==> src/rtl/pc_stack.sv <==
// Program counter with a hardware return-address stack: hold, increment,
// jump, call and return under one enable, with sticky overflow/underflow flag.
module pc_stack #(
  parameter int AW         = 8,
  parameter int DEPTH      = 4,
  parameter int RESET_ADDR = 0,
  parameter int INC        = 1
) (
  input  logic                       clk,
  input  logic                       clr,
  input  logic                       en_pc,
  input  logic [1:0]                 op,
  input  logic [AW-1:0]              adrs_in,
  input  logic                       err_clr,
  output logic [AW-1:0]              adrs_out,
  output logic [AW-1:0]              top_out,
  output logic [$clog2(DEPTH+1)-1:0] sp_out,
  output logic                       stk_empty,
  output logic                       stk_full,
  output logic                       stk_err
);

  localparam int SW = $clog2(DEPTH + 1);
  localparam int IW = (DEPTH > 1) ? $clog2(DEPTH) : 1;

  localparam logic [1:0] OP_INC  = 2'b00;
  localparam logic [1:0] OP_JUMP = 2'b01;
  localparam logic [1:0] OP_CALL = 2'b10;
  localparam logic [1:0] OP_RET  = 2'b11;

  logic [AW-1:0] pc;
  logic [AW-1:0] stack [DEPTH];
  logic [SW-1:0] sp;
  logic          err;

  logic          empty;
  logic          full;
  logic [AW-1:0] ret_addr;
  logic [IW-1:0] push_idx;
  logic [IW-1:0] top_idx;
  logic          do_inc;
  logic          do_jump;
  logic          do_push;
  logic          do_pop;
  logic          overflow;
  logic          underflow;

  assign empty    = (sp == '0);
  assign full     = (sp == SW'(DEPTH));
  assign ret_addr = pc + AW'(INC);
  assign push_idx = IW'(sp);
  assign top_idx  = IW'(sp - SW'(1));

  always_comb begin
    do_inc    = 1'b0;
    do_jump   = 1'b0;
    do_push   = 1'b0;
    do_pop    = 1'b0;
    overflow  = 1'b0;
    underflow = 1'b0;
    if (en_pc) begin
      case (op)
        OP_INC:  do_inc = 1'b1;
        OP_JUMP: do_jump = 1'b1;
        OP_CALL: begin
          do_push  = !full;
          overflow = full;
        end
        OP_RET: begin
          do_pop    = !empty;
          underflow = empty;
        end
        default: ;
      endcase
    end
  end

  always_ff @(posedge clk or negedge clr) begin
    if (!clr) begin
      pc <= AW'(RESET_ADDR);
      sp <= '0;
      for (int i = 0; i < DEPTH; i++) stack[i] <= '0;
    end else begin
      if (do_inc) begin
        pc <= ret_addr;
      end else if (do_jump) begin
        pc <= adrs_in;
      end else if (do_push) begin
        stack[push_idx] <= ret_addr;
        sp              <= sp + SW'(1);
        pc              <= adrs_in;
      end else if (do_pop) begin
        pc <= stack[top_idx];
        sp <= sp - SW'(1);
      end
    end
  end

  // A new error on the same edge as err_clr must leave the flag set.
  always_ff @(posedge clk or negedge clr) begin
    if (!clr) begin
      err <= 1'b0;
    end else if (overflow || underflow) begin
      err <= 1'b1;
    end else if (err_clr) begin
      err <= 1'b0;
    end
  end

  always_comb begin
    top_out = '0;
    if (!empty) top_out = stack[top_idx];
  end

  assign adrs_out  = pc;
  assign sp_out    = sp;
  assign stk_empty = empty;
  assign stk_full  = full;
  assign stk_err   = err;

endmodule
==> config.mk <==
export PLATFORM = sky130hd
export DESIGN_NAME = pc_stack
export DESIGN_NICKNAME = d
export VERILOG_FILES = /design/src/rtl/pc_stack.sv
export SDC_FILE = /design/constraint.sdc
export NUM_CORES = 1
export LEC_CHECK = 0
export CORE_ASPECT_RATIO = 1.1
export CORE_MARGIN = 2
export CORE_UTILIZATION = 49
export CTS_CLUSTER_DIAMETER = 150
export DETAILED_ROUTE_END_ITERATION = 8
export GPL_ROUTABILITY_DRIVEN = 0
export HOLD_SLACK_MARGIN = 0.12
export PLACE_DENSITY_LB_ADDON = 0.2
export RECOVER_POWER = 50
export SYNTH_ARGS = -nofsm -noshare
export SYNTH_HDL_FRONTEND = slang
export SYNTH_SLANG_ARGS = --single-unit
==> constraint.sdc <==
create_clock -name clk -period 2 [get_ports clk]
set_input_delay 0.2 -clock clk [delete_from_list [all_inputs] [get_ports clk]]
set_output_delay 0.2 -clock clk [all_outputs]
set_load 0.03 [all_outputs]
Word-level counts from Yosys, hierarchy flattened
Index checks and enable logic that the tools add are counted.
{"block": "word_totals", "reg_bits": 44, "in_bits": 14}
{"block": "classes", "add_sub_neg": 3, "magnitude_cmp": 3, "eq_ne": 4, "n_mux": 27, "bitwise": 4, "reduce_logical": 11}
{"operator": "two-way mux 8 bit", "count": 8}
{"operator": "bitwise mux 32 bit", "count": 1}
{"operator": "binary-select mux 8 bit (select 2 bit)", "count": 1}
{"operator": "demux 8 bit (select 2 bit)", "count": 1}
{"operator": "two-way mux 1 bit", "count": 14}
{"operator": "adder 8 x 1 -> 8 bit, second input constant", "count": 1}
{"operator": "greater-or-equal comparator 3 bit, second input constant", "count": 2}
{"operator": "two-way mux 3 bit", "count": 2}
{"operator": "NOT 2 -> 3 bit", "count": 2}
{"operator": "AND reduction 3 bit", "count": 2}
{"operator": "== test 2 bit, second input constant", "count": 2}
{"operator": "nonzero test 2 bit", "count": 2}
{"operator": "nonzero test 4 bit", "count": 1}
{"operator": "adder 3 x 1 -> 3 bit, second input constant", "count": 1}
{"operator": "== test 3 bit, second input constant", "count": 1}
{"operator": "zero test 3 bit", "count": 1}
{"operator": "less-than comparator 3 x 1 -> 1 bit, second input constant", "count": 1}
{"operator": "subtractor 3 x 1 -> 3 bit, second input constant", "count": 1}
{"operator": "== test 2 x 1 -> 1 bit, second input constant", "count": 1}
{"operator": "zero test 1 bit", "count": 2}
{"operator": "zero test 2 bit", "count": 1}
{"operator": "NOT 1 bit", "count": 2}
{"operator": "logical AND 1 bit", "count": 1}
{"operator": "logical OR 1 bit", "count": 1}

Depth between registers and ports, before layout
{"block": "depth", "ltp_word": 9, "mapped_depth": 10, "depth_no_buf": 7}

Worst setup path before layout
Ideal clock, no wire load.
{"block": "synth_path", "path_kind": "reg2reg", "startpoint": "reg sp[0], in the netlist sp_out[0]", "endpoint": "reg pc[2], in the netlist adrs_out[2]", "setup_time_ns": 0.150, "arrival_ns": 2.065, "t_required_ns": 1.850, "setup_slack_ns": -0.215, "path_stages_with_launch": 10, "n_path_buf": 2, "cell_sequence": "dfrtp_1 buf_6 inv_1 ha_1 buf_6 a21o_4 mux2i_4 nand2_4 a2111oi_4 a311oi_1"}
{"block": "synth_via", "elab_chain_len": 9, "elab_cells_between_ends": 18, "cone_classes": "add/sub (1); eq/ne (1); mux (11); bitwise (1); reduce/logical (4)"}
{"item": "start: declaration", "line_no": "33", "source": "logic [SW-1:0] sp;"}
{"item": "start signal: assignment", "line_no": "90", "source": "sp <= sp + SW'(1);"}
{"item": "start signal: assignment", "line_no": "94", "source": "sp <= sp - SW'(1);"}
{"item": "subtractor 3 x 1 -> 3 bit"}
{"item": "via top_idx[0]", "line_no": "40", "source": "logic [IW-1:0] top_idx;"}
{"item": "NOT 2 -> 3 bit (not written as such)", "line_no": "93", "source": "pc <= stack[top_idx];"}
{"item": "binary-select mux 8 bit (select 2 bit)", "line_no": "93"}
{"item": "two-way mux 8 bit (not written as such) (2 in series)", "line_no": "93"}
{"item": "two-way mux 8 bit", "line_no": "92", "source": "end else if (do_pop) begin"}
{"item": "two-way mux 8 bit", "line_no": "88", "source": "end else if (do_push) begin"}
{"item": "two-way mux 8 bit", "line_no": "86", "source": "end else if (do_jump) begin"}
{"item": "two-way mux 8 bit", "line_no": "84", "source": "if (do_inc) begin"}
{"item": "end signal: assignment", "line_no": "85", "source": "pc <= ret_addr;"}
{"item": "end signal: assignment", "line_no": "87", "source": "pc <= adrs_in;"}
{"item": "end signal: assignment", "line_no": "93"}
{"item": "end: declaration", "line_no": "31", "source": "logic [AW-1:0] pc;"}
The timed path passes the listed nets, and every way through them passes these cells. The select of a mux whose other input is x is not followed.
A chain may end at the register's enable or synchronous reset.

Worst setup path in the final report
{"block": "layout_path", "startpoint": "reg sp[0], in the netlist sp_out[0]", "endpoint": "out top_out[7]"}
{"block": "layout_via", "elab_chain_len": 6, "elab_cells_between_ends": 7, "cone_classes": "add/sub (1); mux (4); bitwise (1); reduce/logical (1)"}
{"item": "subtractor 3 x 1 -> 3 bit"}
{"item": "via top_idx[0]", "line_no": "40"}
{"item": "NOT 2 -> 3 bit (not written as such)", "line_no": "112", "source": "if (!empty) top_out = stack[top_idx];"}
{"item": "binary-select mux 8 bit (select 2 bit)", "line_no": "112"}
{"item": "two-way mux 8 bit (not written as such) (2 in series)", "line_no": "112"}
{"item": "two-way mux 8 bit", "line_no": "112"}
{"item": "end: declaration", "line_no": "16", "source": "output logic [AW-1:0] top_out,"}
The timed path passes the listed nets, and every way through them passes these cells. The select of a mux whose other input is x is not followed.

==> flow_summary.json <==
{
  "antennaDiodeCount": 0,
  "fmax_mhz": 493.5,
  "end_kind": "primary output",
  "clk_latency_ps": 300,
  "worstPathMaxFanout": 6,
  "fin_crit_sh_pct": 101.3,
  "power_uw": 5964,
  "yosysTopAreaCell": "dfrtp_1",
  "setup_violations": 3,
  "wl_per_cell_um": 15.99,
  "synth_warnings": 0,
  "synth_cell_types": 48,
  "dp_hpwl_um": 4153,
  "drc": 0,
  "routed_via_density": 5.569,
  "fin_cells": 355,
  "async_flop_share_pct": 100.0,
  "hold_path.class": "primary input to flip-flop",
  "synthesis.nets": 260,
  "ff2ff_path_depth": 8,
  "min_period_ps": 2026,
  "cp_slowest_stage_delay_ps": 420,
  "grt_usage_pct": 22.05,
  "drtAntennaViolNets": 0,
  "cts_buffers": 5,
  "holdPathEnd": "stk_err",
  "skew_ps": 9.640,
  "whs_path_depth": 2,
  "finalMaxSlewViolations": 0,
  "synthTopCellsByArea": "dfrtp_1 (45%), mux4_2 (7.4%), nand2_1 (5.4%), o21ai_0 (4.5%), a21oi_1 (3.7%)",
  "yosysMostFrequentCell": "dfrtp_1",
  "dieHeight_um": 77.97,
  "rr_endpoint": "adrs_out[7]",
  "powerDensity_nw_per_um2": 1901,
  "syn_area_um2": 2437,
  "root_buffer": "clkbuf_8",
  "cts_max_path_buffers": 2,
  "row_count": 26,
  "avgSynthCellArea_um2": 10.16,
  "crit_path_start_kind": "flip-flop",
  "relSlewSlack_pct": 25.41,
  "rsz0062_at_grt": "true",
  "synthCells": 240,
  "final_nets": 318,
  "cp.arrival_ps": 1830,
  "fin_ws_ps": -26.35,
  "drive_above_1_share_pct": 26.42,
  "grt_max_degree": 45,
  "drv_cap": 0,
  "area_growth_pct": 28.70,
  "violations": "negative setup slack",
  "r2r-start": "sp_out[0]",
  "crit_top_cell": "buf_6",
  "crit_slowest_cell": "dfrtp_2",
  "clk_pin_slew_ps": 90,
  "dieArea_um2": 5555,
  "boundaryPins": 36,
  "crit_type": "flip-flop to primary output",
  "vias": 1977,
  "required_ps": 1800,
  "core_um2": 4717,
  "synth_common_cells": "dfrtp_1 (44), nand2_1 (35), o21ai_0 (22)",
  "report.final.hold_viol_count": 0,
  "drtIter0Drc": 163,
  "cts_tree": "done",
  "outcome": "complete, but fails checks",
  "antenna_found_initial": 0,
  "tightest_slew_ps": 1119,
  "ys_seq_area_share_pct": 45.17,
  "vdd_drop_max_uv": 735.0,
  "grt_pass1_vias": 1961,
  "worstPathCellList": "inv_4 -> ha_4 -> buf_6 -> mux4_2 -> and2_4 -> buf_6",
  "drt_pre_antenna_iters": 4,
  "leakagePower_uw": 0.001386,
  "ys_ff_latch": 44,
  "port_buffers": 35,
  "synth_top_area_share_pct": 45.17,
  "h-tree-depth": 2,
  "wl_um": 5678,
  "r2r_slack_ps": 160,
  "start_util_pct": 51.67,
  "tns_ps": -58.25,
  "min_from": "err_clr",
  "dp_cells": 342,
  "synth_ff_type": "dfrtp_1",
  "grt_pass1_wl_um": 9556,
  "grt_overflow": 0,
  "die_w_um": 71.25,
  "synth_edf_count": 0,
  "cts.sinks": 44
}
## area by class of cell
type / instances / area [um^2]
timing repair buffer: 66 / 583.1
clock inverter: 3 / 46.29
sequential: 44 / 1104
clock buffer: 5 / 68.82
tap: 56 / 70.07
fill: 371 / 1580
inverter: 8 / 32.53
multi-input combinational: 173 / 1232
## routing by layer
layer	part of all wire, %	up-vias	GRT usage, %
met5	0	-	0
met4	1.4	0	7.358
met3	4.5	6	4.156
met2	46	54	32.87
met1	48	945	32.36
li1	-	972	-
## kinds of logic (layout without fill, tap and decap cells)
group	count (synthesis)	in the layout	share of synthesized area [%]
AND/OR/NAND/NOR	78	78	15.20
XOR/XNOR	8	8	2.875
buffers and inverters	23	82	5.493
AO/OA/AOI/OAI	67	67	17.61
multiplexers	14	14	10.57
flip-flops	44	44	45.17
adder cells (fa/ha/maj)	6	6	3.080
## worst max-delay path by stage
stage,start,to,cells after the start
3_5_place_dp,sp_out[0],top_out[2],5
2_1_floorplan,sp_out[0],adrs_out[2],7
4_1_cts,sp_out[0],top_out[2],5
3_3_place_gp,sp_out[0],top_out[6],5
5_1_grt,sp_out[0],top_out[7],6
6_report,sp_out[0],top_out[7],6
## registers in the layout, indices dropped and copies added (netlist names)
name and cells:
sp_out 3, adrs_out 8, stk_err 1, stack 32
## per-stage QoR
stage | util [%] | hold slack (ps) | cell area [um^2] | setup WS [ps]
floorplan | - | -95.59 | 2465 | 26.05
global placement | 63.00 | 316.0 | 2972 | -43.21
detailed placement | 63.00 | 318.8 | 2972 | -65.74
CTS | 64.91 | 455.4 | 3062 | -103.4
global route | 66.50 | 484.4 | 3137 | -87.64
finish | 66.50 | 464.4 | 3137 | -26.35
## power by group
group,switching (uW),internal [uW],total (uW)
Clock,333,377,710
Combinational,1830,1820,3660
Sequential,302,1300,1600
## cell usage in the layout (no fill, tap or decap), drive strengths merged, types with 7 or more instances in the layout
cell type	instances
a21oi	18
and2	10
buf	38
clkbuf	7
clkdlybuf4s50	19
dfrtp	44
inv	9
mux4	8
nand2	37
nor2	14
o21ai	26
o22ai	7
## critical path: cells and delay by family, from the launching register on
| kind | cells | cell delay, ps |
|---|---|---|
| simple gates | 1 | 180 |
| flops | 1 | 420 |
| mux | 1 | 310 |
| buf+inv | 3 | 300 |
| fa+ha+maj | 1 | 310 |
## timing repair
| item | CTS | global route |
|---|---|---|
| endpoints found under the setup margin | 9 | 11 |
| setup buffers | 0 | 4 |
| hold buffers | 1 | 0 |
| pin swaps | 0 | 1 |
| hold endpoints to repair | 44 | 0 |
| resized for setup | 39 | 31 |
No activity file was read; power rests on OpenSTA's default activity.
==> RTL change 1 (config.mk and constraints unchanged) <==
Put one more register stage on the output `stk_err`, with the module's reset. The value now appears one clock later. The other outputs are not delayed to match.
--- a/src/rtl/pc_stack.sv
+++ b/src/rtl/pc_stack.sv
@@ -116,6 +116,12 @@
   assign sp_out    = sp;
   assign stk_empty = empty;
   assign stk_full  = full;
-  assign stk_err   = err;
+  always_ff @(posedge clk or negedge clr) begin
+    if (!clr) begin
+      stk_err <= '0;
+    end else begin
+      stk_err <= err;
+    end
+  end
 
 endmodule
Behaviour: not the same (Yosys sat finds a counterexample within 4 cycles, from zero or initial values).
==> RTL change 1 against the unedited design <==
Setup slack better by 0.053 ns; total power is 9.4% lower; wire length is 2.3% lower; area after synthesis is 1.0% higher; sequential share of layout area is 1.5 points higher; sequential cell count is 1 higher; global-route usage hardly changed; critical path depth is 1 lower; non-clock buffer count is 4 lower; cell area is 1.9% lower; first-iteration DRC count is 18% lower; largest power group unchanged; highest routed layer unchanged.
==> RTL change 1: results (changes against the unedited design) <==
Parameter                              Value

Detailed routing
  Total via count in the routed design    1959 (-0.91%)
  Via density per instance    5.53 (-0.63%)
  First-pass DRT Iterations    4 (unchanged)
  Detailed-route wire length    5.55 mm (-2.3%)
  Initial drt markers    134 (-18%)

Synth
  Top post-synthesis cells by count    dfrtp_1 (45), nand2_1 (35), o21ai_0 (22)
  Share of synthesized area occupied by flip-flops and latches    45.7% (+0.56 points)
  Number of nets in the synthesized netlist    261 (+0.38%)
  Multiplexer fraction of the synthesized cell area    10.5% (-0.11 points)
  Post-synthesis area per instance    10.2 sq um (+0.61%)
  Arithmetic-cell share of the synthesized area counting full adders, half adders and majority gates    3.05% (-0.031 points)
  Async set-or-reset flop fraction in the synthesized netlist    100% (unchanged)
  Post-synthesis share of cell area spent on xor and xnor gates    2.85% (-0.029 points)
  Compound-gate portion of the synthesized area    17.4% (-0.18 points)
  Cell types occupying the most area after synthesis    dfrtp_1 (46%), mux4_2 (7.3%), nand2_1 (5.3%), o21ai_0 (4.5%), a21oi_1 (3.7%)
  Distinct cells, synth    48 (unchanged)

Layout
  Fraction of layout instances using a drive strength above 1    23.6% (-2.8 points)
  Reg with most FFs    stack
  Number of diodes    0 (unchanged)
  Final-layout fill cell count    429 (+16%)
  Number of flip-flops in the largest register    32 (unchanged)
  Nets@finish    315 (-0.94%)

Pwr
  Internal power summed over all cells    3030 uW (-13%)
  Sequential Power Share    29.9% (+3.1 points)
  Clock group power    587 uW (-17%)
  VDD IR max    0.624 mV (-15%)
  Static leakage    0.00136 uW (-2.0%)

Timing
  Transition at the pin with the smallest max-transition slack    0.669 ns (-0.450 ns)
  Final number of setup-violating endpoints    0 (-3)
  Clock skew    0.00629 ns (-0.00335 ns)
  Final period util    98.7% (-2.7 points)

Clock network
  Clock slew at reported path FFs    0.09 ns (about the same)
  Root Buffer Master    clkbuf_8
  H-tree level count    2 (unchanged)
  Clock latency on the worst-skew pair    0.30 ns (about the same)

Worst hold path
  Hold crit path type    flip-flop to flip-flop
  Min-Delay Startpoint    err

Critical path
  Signal arrival time at the worst endpoint    1.77 ns (-0.06 ns)
  Largest stage delay, worst path    0.42 ns (about the same)
  Beginning of the worst register-to-register path    sp_out[1]
  Critical Path Start    sp_out[0]
  CP top delay family    flip-flops
  Worst-path cell with the longest stage delay    dfrtp_2
  Worst-path maximum fanout    9 (+3)

Place
  Number of I/O port buffers    35 (unchanged)
  Total placed cells including tap cells    345 (+0.88%)
  Estimated wirelength of the detail-placed design    4.29 mm (+3.2%)

Status
  Outcome    completed

Global routing
  Maximum number of pins on one net before global-route repair    28 (-38%)
  Total Routing Usage GR    22.0% (-0.036 points)
  Initial antenna violation count    0 (unchanged)
RTL change 1: changes by cell type after synthesis:
cell / change
dfrtp_1: +1
RTL change 1: routing by layer:
metal,wire length (um),vias up,track usage [%]
met1,2680,953,31.6
met5,0,-,0
met3,179,7,3.85
met2,2610,36,34.3
li1,-,963,-
met4,72,0,6.60
RTL change 1: layout make-up:
type / instances / share of cell area [%]
inverters: 8 / 1.06
clock inverters: 3 / 0.813
flip-flops and latches: 45 / 36.7
multi-input cells: 173 / 39.6
clock buffers: 5 / 2.24
repair buffers: 62 / 17.3
well taps: 58 / 2.36
RTL change 1: what timing repair did:
action,in CTS,in global routing
gates resized for setup,39,5
setup buffers,0,0
gates cloned,0,0
pin swaps,0,1
hold endpoints to repair,26,0
endpoints found under the setup margin,9,8
hold buffers,1,0
RTL change 1: per-stage QoR:
| step | instance area [sq um] | hold WS (ns) | power, uW | setup slack (ns) |
|---|---|---|---|---|
| finish | 3080 | 0.393 | 5400 | 0.0268 |
| global route | 3080 | 0.422 | 5800 | -0.0317 |
| CTS | 3090 | 0.401 | 5440 | -0.0924 |
| detailed placement | 3020 | 0.265 | 5000 | -0.0632 |
| global placement | 3020 | 0.260 | 4940 | -0.0415 |
| floorplan | 2490 | -0.0956 | 3730 | 0.0261 |
RTL change 1: path summary, 6_finish.rpt:
| check | end | cells past startpoint |
|---|---|---|
| hold / removal | stk_err | 0 |
| setup / recovery | top_out[2] | 5 |
| max in group asynchronous | stack[4] | 3 |
| min in group asynchronous | err | 2 |
| hold reg to reg | stk_err | 0 |
| setup reg to reg | stack[24] | 7 |
RTL change 1: worst register-to-register path, delay by kind of cell (launching register included):
family	cells	cell delay, ns
buf+inv	3	0.59
simple gates	2	0.45
fa+ha+maj	1	0.14
mux	1	0.19
flops	1	0.41
==> RTL change 2 (same flow settings) <==
Without the edit above. Set the parameter `DEPTH` to 2 (it was 4).
--- a/src/rtl/pc_stack.sv
+++ b/src/rtl/pc_stack.sv
@@ -2,7 +2,7 @@
 // jump, call and return under one enable, with sticky overflow/underflow flag.
 module pc_stack #(
   parameter int AW         = 8,
-  parameter int DEPTH      = 4,
+  parameter int DEPTH      = 2,
   parameter int RESET_ADDR = 0,
   parameter int INC        = 1
 ) (
Ports: changed (resized sp_out); port bits go from 36 to 35. The function was not compared with the original's and may differ.
==> RTL change 2 against the unedited design <==
Cell area decreased by 33%; setup slack improved by 0.14 ns; the flow finishes with violations (max-capacitance violations, max-slew violations); maximum frequency increased by 7.5%; sequential cell count decreased by 17; wire length decreased by 28%; highest routed layer unchanged; global-route usage increased by 1.4 points; count of clock-buffer cells in the layout decreased by 1; core utilization decreased by 2.1 points; combinational power decreased by 40%; total power decreased by 42%; final cell count decreased by 27%; area after synthesis decreased by 33%.
==> RTL change 2: results (changes against the unedited design) <==
Parameter                              Value

Status
  Outcome    complete, but fails checks
  Violations in the final reports    max-capacitance violations, max-slew violations

Timing
  Clock skew    0.00720 ns (-0.00244 ns)
  Slew Limit Fails    28 (+28)
  Transition at the pin with the smallest max-transition slack    1.51 ns (+0.393 ns)

Synth
  Cell types occupying the most area after synthesis    dfrtp_1 (41%), mux2i_1 (8.5%), a21oi_1 (4.9%), nor2_1 (4.8%), nand2_1 (4.1%)
  Share of synthesized area occupied by flip-flops and latches    41.2% (-4.0 points)
  Distinct cells, synth    45 (-6.3%)
  Number of nets in the synthesized netlist    196 (-25%)
  Top post-synthesis cells by count    dfrtp_1 (27), nor2_1 (21), nand2_1 (18)

Clock network
  Root Buffer Master    clkbuf_4
  H-tree level count    1 (-1)
  Clock slew at reported path FFs    0.15 ns (+0.06 ns)
  Number of clock buffers inserted by TritonCTS    3 (-2)

Global routing
  First-pass GRT wire length    6.92 mm (-28%)
  Maximum number of pins on one net before global-route repair    28 (-38%)
  Total Routing Usage GR    23.4% (+1.4 points)

Detailed routing
  Detailed-route wire length    4.12 mm (-28%)
  Initial drt markers    50 (-69%)

Critical path
  Signal arrival time at the worst endpoint    1.68 ns (-0.15 ns)
  Worst-path cell with the longest stage delay    dfrtp_2
  Worst-path maximum fanout    11 (+5)
  CP top delay family    buffers and inverters

Pwr
  Static leakage    0.000951 uW (-31%)
  VDD IR max    1.01 mV (+38%)

Place
  Estimated wirelength of the detail-placed design    2.99 mm (-28%)
  Post-placement setup slack    0.142 ns (+0.208 ns)
  Number of I/O port buffers    34 (-2.9%)

Layout
  Fraction of layout instances using a drive strength above 1    16.2% (-10 points)
  Final-layout fill cell count    285 (-23%)
  Nets@finish    240 (-25%)
  Number of flip-flops in the largest register    16 (-50%)

Job
  Total of max-cap violations    1 (+1)
==> RTL change 2: report_power, final <==
part | leakage, uW | switching [uW] | total, uW | internal (uW)
clock network | 0.0000150 | 164 | 242 | 78.2
logic | 0.000614 | 1290 | 2190 | 899
registers | 0.000322 | 212 | 1010 | 799
==> RTL change 2: area by class of cell <==
| type | count | area [sq um] | area share, % |
|---|---|---|---|
| clock buffer | 4 | 26.3 | 1.25 |
| inverter | 9 | 33.8 | 1.60 |
| timing repair buffer | 49 | 432 | 20.5 |
| sequential | 27 | 677 | 32.1 |
| multi-input combinational | 133 | 895 | 42.4 |
| tap | 36 | 45.0 | 2.14 |
==> RTL change 2: per-layer routing <==
metal	vias to the layer above	track usage, %	routed length (um)
met5	-	0	0
li1	707	-	-
met2	50	37.4	2010
met1	685	34.1	1820
met3	7	2.59	243
met4	0	5.11	46
==> RTL change 2: path summary, 6_finish.rpt <==
kind / start / end / slack [ns] / cells past startpoint
worst max-delay path: sp_out[0] / top_out[5] / 0.12 / 4
worst min-delay path: err_clr / stk_err / 0.44 / 2
worst max register to register: sp_out[0] / stack[4] / 0.15 / 7
worst min register to register: stack[2] / stack[2] / 0.51 / 2
max in group asynchronous: clr / sp_out[0] / 0.35 / 2
min in group asynchronous: clr / stk_err / 0.68 / 2
==> RTL change 2: through the flow <==
step | cell area (sq um) | util, % | power, uW | std cells
2_1_floorplan | 1650 | - | 2440 | 179
4_1_cts | 2100 | 64.1 | 3430 | 258
3_5_place_dp | 2080 | 63.4 | 3240 | 254
3_3_place_gp | 2080 | 63.4 | 3200 | 254
6_report | 2110 | 64.4 | 3440 | 258
5_1_grt | 2110 | 64.4 | 3700 | 258
==> RTL change 2: cells by family after synthesis <==
group,share of synthesized area [%]
compound gates,17.2
xor+xnor,3.74
fa+ha+maj,2.29
buf+inv,5.57
flops,41.2
mux,10.8
simple gates,19.1
==> RTL change 2: timing repair <==
action                                  4_1_cts  5_1_grt
pin swaps                                     0        0
gates resized for setup                       7        2
endpoints found under the setup margin        6        7
setup buffers                                 0        0
